$ cat src/rtl/uart_rx_cfg.sv
// uart_rx_cfg - parametrised oversampling UART receiver.
//
// Samples an asynchronous serial line on a shared baud `tick`
// (OVERSAMPLE ticks per bit). It receives DATA_WIDTH data bits LSB first,
// followed by an optional parity bit and then STOP_BITS stop bits. Each
// received frame goes into an output register with valid/ready handshake.
//
// Ports:
//   clk        in   single clock
//   arst_n     in   synchronous active-low reset, sampled on posedge clk
//   tick       in   one-cycle pulse at OVERSAMPLE x baud
//   rx         in   asynchronous serial line, idle high
//   rx_data    out  received word (DATA_WIDTH bits)
//   rx_valid   out  rx_data / parity_err / frame_err hold a frame
//   rx_ready   in   consumer accepts the held frame
//   parity_err out  parity mismatch for the held frame
//   frame_err  out  a stop bit was sampled low for the held frame
//   overrun    out  one-cycle pulse when a completed frame is dropped
//   state_dbg  out  current receiver FSM state, for observation only
//
// Handshake: the output register holds a frame while rx_valid=1.
// A frame is transferred on every clk edge where rx_valid && rx_ready.
// rx_data and the error flags do not change while rx_valid=1, except
// when a transfer and a new commit happen in the same cycle. The receiver
// FSM never waits for the consumer. If a frame completes while the
// register is still full and not being accepted, that frame is dropped
// and overrun pulses.

module uart_rx_cfg #(
    parameter int DATA_WIDTH = 8,
    parameter int OVERSAMPLE = 16,
    parameter int PARITY_EN  = 0,
    parameter int PARITY_ODD = 0,
    parameter int STOP_BITS  = 1
) (
    input  logic                  clk,
    input  logic                  arst_n,
    input  logic                  tick,
    input  logic                  rx,
    output logic [DATA_WIDTH-1:0] rx_data,
    output logic                  rx_valid,
    input  logic                  rx_ready,
    output logic                  parity_err,
    output logic                  frame_err,
    output logic                  overrun,
    output logic [2:0]            state_dbg
);

    localparam int SW = $clog2(OVERSAMPLE);
    localparam int NW = $clog2(DATA_WIDTH + 1);

    localparam logic [2:0] ST_IDLE   = 3'd0;
    localparam logic [2:0] ST_START  = 3'd1;
    localparam logic [2:0] ST_DATA   = 3'd2;
    localparam logic [2:0] ST_PARITY = 3'd3;
    localparam logic [2:0] ST_STOP   = 3'd4;
    localparam logic [2:0] ST_BREAK  = 3'd5;

    localparam logic [SW-1:0] S_HALF  = SW'(OVERSAMPLE / 2 - 1);
    localparam logic [SW-1:0] S_LAST  = SW'(OVERSAMPLE - 1);
    localparam logic [NW-1:0] N_DLAST = NW'(DATA_WIDTH - 1);
    localparam logic [NW-1:0] N_SLAST = NW'(STOP_BITS - 1);
    localparam logic          ODD     = (PARITY_ODD != 0);
    localparam logic          HAS_PAR = (PARITY_EN != 0);

    logic [2:0]            state;
    logic [SW-1:0]         s;
    logic [NW-1:0]         n;
    logic                  rx_q1;
    logic                  rx_s;
    logic [DATA_WIDTH-1:0] sh;
    logic                  par_bad;
    logic                  stop_bad;
    logic                  commit;
    logic                  frame_bad;

    assign state_dbg = state;

    // The last stop sample completes the frame. A low stop sample in
    // that cycle has not reached stop_bad yet, so it is included here.
    assign commit    = tick && (state == ST_STOP) && (s == S_LAST) && (n == N_SLAST);
    assign frame_bad = stop_bad | ~rx_s;

    // Synchronizer and receive FSM
    always_ff @(posedge clk) begin
        if (!arst_n) begin
            rx_q1    <= 1'b1;
            rx_s     <= 1'b1;
            state    <= ST_IDLE;
            s        <= '0;
            n        <= '0;
            sh       <= '0;
            par_bad  <= 1'b0;
            stop_bad <= 1'b0;
        end else begin
            rx_q1 <= rx;
            rx_s  <= rx_q1;
            if (tick) begin
                case (state)
                    ST_IDLE: begin
                        if (!rx_s) begin
                            state <= ST_START;
                            s     <= '0;
                        end
                    end
                    ST_START: begin
                        if (s == S_HALF) begin
                            if (rx_s) begin
                                // False start: the line went high again before mid-bit.
                                state <= ST_IDLE;
                                s     <= '0;
                            end else begin
                                state    <= ST_DATA;
                                s        <= '0;
                                n        <= '0;
                                par_bad  <= 1'b0;
                                stop_bad <= 1'b0;
                            end
                        end else begin
                            s <= s + 1'b1;
                        end
                    end
                    ST_DATA: begin
                        if (s == S_LAST) begin
                            // LSB arrives first, so shift in from the top.
                            sh <= {rx_s, sh[DATA_WIDTH-1:1]};
                            s  <= '0;
                            if (n == N_DLAST) begin
                                // n is reused to count stop bits.
                                n     <= '0;
                                state <= HAS_PAR ? ST_PARITY : ST_STOP;
                            end else begin
                                n <= n + 1'b1;
                            end
                        end else begin
                            s <= s + 1'b1;
                        end
                    end
                    ST_PARITY: begin
                        if (s == S_LAST) begin
                            par_bad <= (^sh) ^ rx_s ^ ODD;
                            s       <= '0;
                            state   <= ST_STOP;
                        end else begin
                            s <= s + 1'b1;
                        end
                    end
                    ST_STOP: begin
                        if (s == S_LAST) begin
                            s <= '0;
                            if (n == N_SLAST) begin
                                n     <= '0;
                                state <= frame_bad ? ST_BREAK : ST_IDLE;
                            end else begin
                                n        <= n + 1'b1;
                                stop_bad <= frame_bad;
                            end
                        end else begin
                            s <= s + 1'b1;
                        end
                    end
                    ST_BREAK: begin
                        // Wait for the line to return high so that a held-low
                        // line is not seen as a new start bit.
                        if (rx_s) begin
                            state <= ST_IDLE;
                        end
                    end
                    default: begin
                        state <= ST_IDLE;
                        s     <= '0;
                        n     <= '0;
                    end
                endcase
            end
        end
    end

    // Output register
    always_ff @(posedge clk) begin
        if (!arst_n) begin
            rx_data    <= '0;
            rx_valid   <= 1'b0;
            parity_err <= 1'b0;
            frame_err  <= 1'b0;
            overrun    <= 1'b0;
        end else begin
            overrun <= 1'b0;
            if (commit) begin
                if (!rx_valid || rx_ready) begin
                    rx_data    <= sh;
                    rx_valid   <= 1'b1;
                    parity_err <= par_bad;
                    frame_err  <= frame_bad;
                end else begin
                    overrun <= 1'b1;
                end
            end else if (rx_valid && rx_ready) begin
                rx_valid   <= 1'b0;
                parity_err <= 1'b0;
                frame_err  <= 1'b0;
            end
        end
    end

endmodule
$ cat config.mk
export PLATFORM = sky130hd
export DESIGN_NAME = uart_rx_cfg
export DESIGN_NICKNAME = d
export VERILOG_FILES = /design/src/rtl/uart_rx_cfg.sv
export SDC_FILE = /design/constraint.sdc
export NUM_CORES = 1
export LEC_CHECK = 0
export BUFFER_PORTS_ARGS = -buffer_cell sky130_fd_sc_hd__clkbuf_2
export CAP_MARGIN = 20
export CELL_PAD_IN_SITES_DETAIL_PLACEMENT = 0
export CELL_PAD_IN_SITES_GLOBAL_PLACEMENT = 2
export CORE_ASPECT_RATIO = 0.75
export CORE_MARGIN = 2
export CORE_UTILIZATION = 32
export CTS_CLUSTER_DIAMETER = 200
export DETAILED_ROUTE_END_ITERATION = 8
export PLACE_DENSITY = 0.73
export SLEW_MARGIN = 25
export SYNTH_ARGS = -nofsm -noshare
export SYNTH_HDL_FRONTEND = slang
export SYNTH_SLANG_ARGS = --single-unit
$ cat constraint.sdc
create_clock -name clk -period 1.68 [get_ports clk]
set_input_delay 0.336 -clock clk [delete_from_list [all_inputs] [get_ports clk]]
set_output_delay 0.336 -clock clk [all_outputs]
set_load 0.02 [all_outputs]
==> impl_table.tex <==
\begin{tabular}{lr}
\hline
Metric & Value \\
\hline
\multicolumn{2}{l}{\textbf{Timing}} \\
Final hold viol count & 0 \\
Top achievable clock speed & between 500 and 600 MHz \\
Largest clock skew in the final design & about 0.0066 ns \\
Transition time at the pin with the least slew margin & just under 0.4 ns \\
Share of the clock period used by the worst path & 104\% \\
Final setup slack of the worst path & -0.0633 ns \\
Min cycle time layout & between 1.5 and 2 ns \\
Max\_slew headroom & roughly 74\% \\
Final Max Slew Viols & 0 \\
Post-route worst hold slack & roughly 0.23 ns \\
Unrepaired setup endpoints after global routing & true \\
Final sum of negative setup slack & -0.455 ns \\
Total setup violations reported at the end of the flow & 10 \\
\multicolumn{2}{l}{\textbf{Synthesis}} \\
Fraction of synthesis flops using an asynchronous set or reset pin & 0\% \\
Number of synthesized register bits & 35 \\
Post-Synthesis Cell Area & between 1500 and 2000 um2 \\
Post-Syn Nets & 213 \\
Mux contribution to synthesized area & under 10\% \\
Number of enable flip-flop cells after synthesis & 0 \\
Synth cell types & 44 \\
Top flip-flop cell by instance count after synthesis & dfxtp\_1 \\
Synthesized netlist cell count & between 200 and 250 \\
Synthesized-area fraction occupied by and/or/nand/nor cells & approximately 27\% \\
Syn avg cell area & about 9 um2 \\
Largest family of logic cells by synthesized area & simple AND/OR/NAND/NOR gates \\
Arithmetic-cell share of the synthesized area counting full adders, half adders and majority gates & approximately 2.0\% \\
Fraction of the mapped netlist area in compound gates & $\sim$17\% \\
Xor and xnor area share after synthesis & 7.35\% \\
Warnings, synthesis & 0 \\
Post-synthesis sequential area ratio & 37.1\% \\
\multicolumn{2}{l}{\textbf{Detailed routing}} \\
Residual DRC & 0 \\
Via-per-instance ratio & about 4.7 \\
Number of routed nets with antenna violations & 0 \\
DR WL/cell & about 13 um \\
Count of TritonRoute iterations in the first routing pass & 4 \\
Total wirelength of the detailed-routed design & between 4 and 5 mm \\
Total via count in the routed design & 1598 \\
Violation count after the first detailed-route iteration & 37 \\
\multicolumn{2}{l}{\textbf{Clocking}} \\
Clock tree from TritonCTS & done \\
Count of hold-fix buffers inserted at cts & 0 \\
Cell chosen for the clock root & clkbuf\_8 \\
Cts bufs inserted & 5 \\
CTS max path bufs & 2 \\
Clock network latency to the later pin of the worst-skew pair & roughly 0.29 ns \\
\# H-tree levels & 2 \\
CTS Sinks & 35 \\
Clock-pin slew on the worst setup and hold paths & 0.08 ns \\
\multicolumn{2}{l}{\textbf{Worst setup path}} \\
Required @ worst endpoint & between 1.5 and 2 ns \\
Arrival time of data at the critical path endpoint & roughly 1.9 ns \\
Type of element launching the critical path & flop \\
Depth of the worst register-to-register path & 7 \\
Setup slack of the worst register-to-register path & -0.06 ns \\
Startpoint-to-endpoint class of the critical path & flop to flop \\
End of the worst register-to-register path & rx\_data[4] \\
Crit path capture type & flop \\
Startpoint of the lowest-slack register-to-register path & n[0] \\
Largest fanout on the critical path & 10 \\
\multicolumn{2}{l}{\textbf{Cells and area}} \\
Highest-count cells in the layout ignoring fill and taps & 32 x buf\_4, 26 x dfxtp\_1, 19 x clkbuf\_2 \\
Most frequent standard cell in the layout excluding fill and tap cells & buf\_4 \\
P\&R area growth vs syn & 38.7\% \\
Final Non-Filler Cells & between 300 and 400 \\
Diode insertion count for antenna repair & 0 \\
Share of cells above drive strength 1 & a little over two fifths \\
Total Nets Final & about 270 \\
\multicolumn{2}{l}{\textbf{Power}} \\
Power Density & around 660 nW/um2 \\
Peak supply drop & about 0.46 mV \\
Final Power & roughly 1.7 mW \\
Lkg Pwr & between 0.9 and 1 nW \\
\multicolumn{2}{l}{\textbf{Hold path}} \\
Worst Hold Path Cells & 2 \\
Worst hold-check path type & primary input to flop \\
Hold Path Sink & rx\_q1 \\
Startpoint of the worst hold path & rx \\
\multicolumn{2}{l}{\textbf{GRT}} \\
Maximum number of pins on one net before global-route repair & 18 \\
Vias in the first global route & around 1600 \\
All-layer global routing usage & 14.6\% \\
Global-route wire length before repair & about 7.7 mm \\
Overflow after GRT & 0 \\
Antenna violations before repair & 0 \\
\multicolumn{2}{l}{\textbf{Place}} \\
Place WS & -0.0743 ns \\
Gp weighted congestion & between 0.7 and 0.8 \\
Count of input and output buffers & 19 \\
DP HPWL & 3.20 mm \\
Cell Count Post-Placement & $\sim$330 \\
\multicolumn{2}{l}{\textbf{Status}} \\
Run status & finished, violations left \\
Violations in the final reports & setup timing \\
\multicolumn{2}{l}{\textbf{Floorplan}} \\
Die span in y & between 70 and 80 um \\
Core Region & about 5800 um2 \\
Standard-cell row count & 24 \\
Initial Utilization & approximately 33\% \\
Die Footprint & approximately 6500 um2 \\
Total I/O pin count & 20 \\
Horizontal extent of the die & between 90 and 100 um \\
\multicolumn{2}{l}{\textbf{Job}} \\
Max-cap check violation count & 0 \\
\hline
\end{tabular}
## metrics by stage
stage | util [%] | area [um2]
2_1_floorplan | - | 1890
3_3_place_gp | 39.7 | 2290
3_5_place_dp | 39.7 | 2290
4_1_cts | 43.2 | 2490
5_1_grt | 45.5 | 2620
6_report | 45.5 | 2620
## cell families (layout without fill, tap and decap cells)
| family | count (synthesis) | after routing |
|---|---|---|
| muxes | 8 | 8 |
| adders and majority gates | 3 | 3 |
| and+or+nand+nor | 79 | 79 |
| xor gates and xnor gates | 15 | 15 |
| DFF | 35 | 35 |
| buffers and inverters | 17 | 73 |
| AOI/OAI and AO/OA | 48 | 48 |
## Yosys cell counts, types with 2 or more instances
cell / number / area share (%)
xor2_1: 2 / 0.93
nor3b_1: 2 / 0.79
or3b_1: 3 / 1.4
nor2_1: 7 / 1.4
a21boi_1: 13 / 5.2
nand4_1: 2 / 0.66
buf_6: 2 / 1.2
inv_2: 2 / 0.40
and2_1: 2 / 0.66
a21oi_1: 7 / 1.9
nor4_4: 2 / 2.3
nand3b_1: 4 / 1.6
o21a_1: 2 / 0.79
nand2b_1: 8 / 2.6
buf_2: 4 / 1.1
inv_1: 3 / 0.60
clkbuf_1: 4 / 0.79
and3_1: 3 / 0.99
nand2_1: 15 / 3.0
nand4b_1: 2 / 0.93
o21ai_1: 17 / 4.5
nor2b_1: 12 / 4.0
buf_4: 2 / 0.79
xnor2_1: 12 / 5.6
nand3_1: 9 / 2.4
a22oi_1: 2 / 0.79
ha_1: 3 / 2.0
nor3_2: 2 / 1.1
mux2i_1: 8 / 4.2
dfxtp_1: 35 / 37
## worst max path at each step
stage,to,slack [ns],from
finish,rx_data[4],-0.06,n[0]
global placement,state_dbg[2],-0.04,s[0]
detailed placement,rx_data[4],-0.07,n[0]
global route,rx_data[4],-0.17,n[0]
floorplan,rx_data[0],0.02,n[0]
CTS,rx_data[4],-0.08,n[1]
## metal layers
layer	track usage, %	part of all wire, %	vias up
li1	-	-	835
met1	20.6	53	746
met2	23.1	44	15
met3	3.62	2.4	2
met4	2.94	0.58	0
met5	0	0	-
## sequential cells by signal, indices dropped and copies added (netlist names)
signal / cells
stop_bad: 1
sh: 8
rx_s: 1
rx_q1: 1
s: 4
frame_err: 1
par_bad: 1
state_dbg: 3
n: 4
overrun: 1
parity_err: 1
rx_valid: 1
rx_data: 8
## power breakdown
part	leakage [nW]	internal (mW)	total [mW]	switching, mW
Clock	0.0581	0.442	0.772	0.330
Combinational	0.610	0.0624	0.127	0.0651
Sequential	0.287	0.832	0.838	0.00586
Total	0.955	1.34	1.74	0.401
## repair_timing
action,4_1_cts,5_1_grt
pin swaps,3,9
setup buffers,2,5
resized for setup,19,26
setup endpoints to repair,15,19
## area by class of cell
type | count | area, um2
repair buffers | 60 | 449
fillers | 580 | 3140
inverters | 5 | 18.8
clock buffers | 5 | 68.8
well taps | 78 | 97.6
flip-flops and latches | 35 | 717
multi-input cells | 153 | 1230
clock inverters | 3 | 43.8
## critical path, cell delays in order, from the launching register on
cell and delay [ns]:
dfxtp_2 0.33, inv_2 0.07, ha_4 0.13, or3b_4 0.40
nor4_4 0.27, buf_12 0.18, mux2i_1 0.19, nor2b_1 0.06
(Power assumes the default switching activity.)
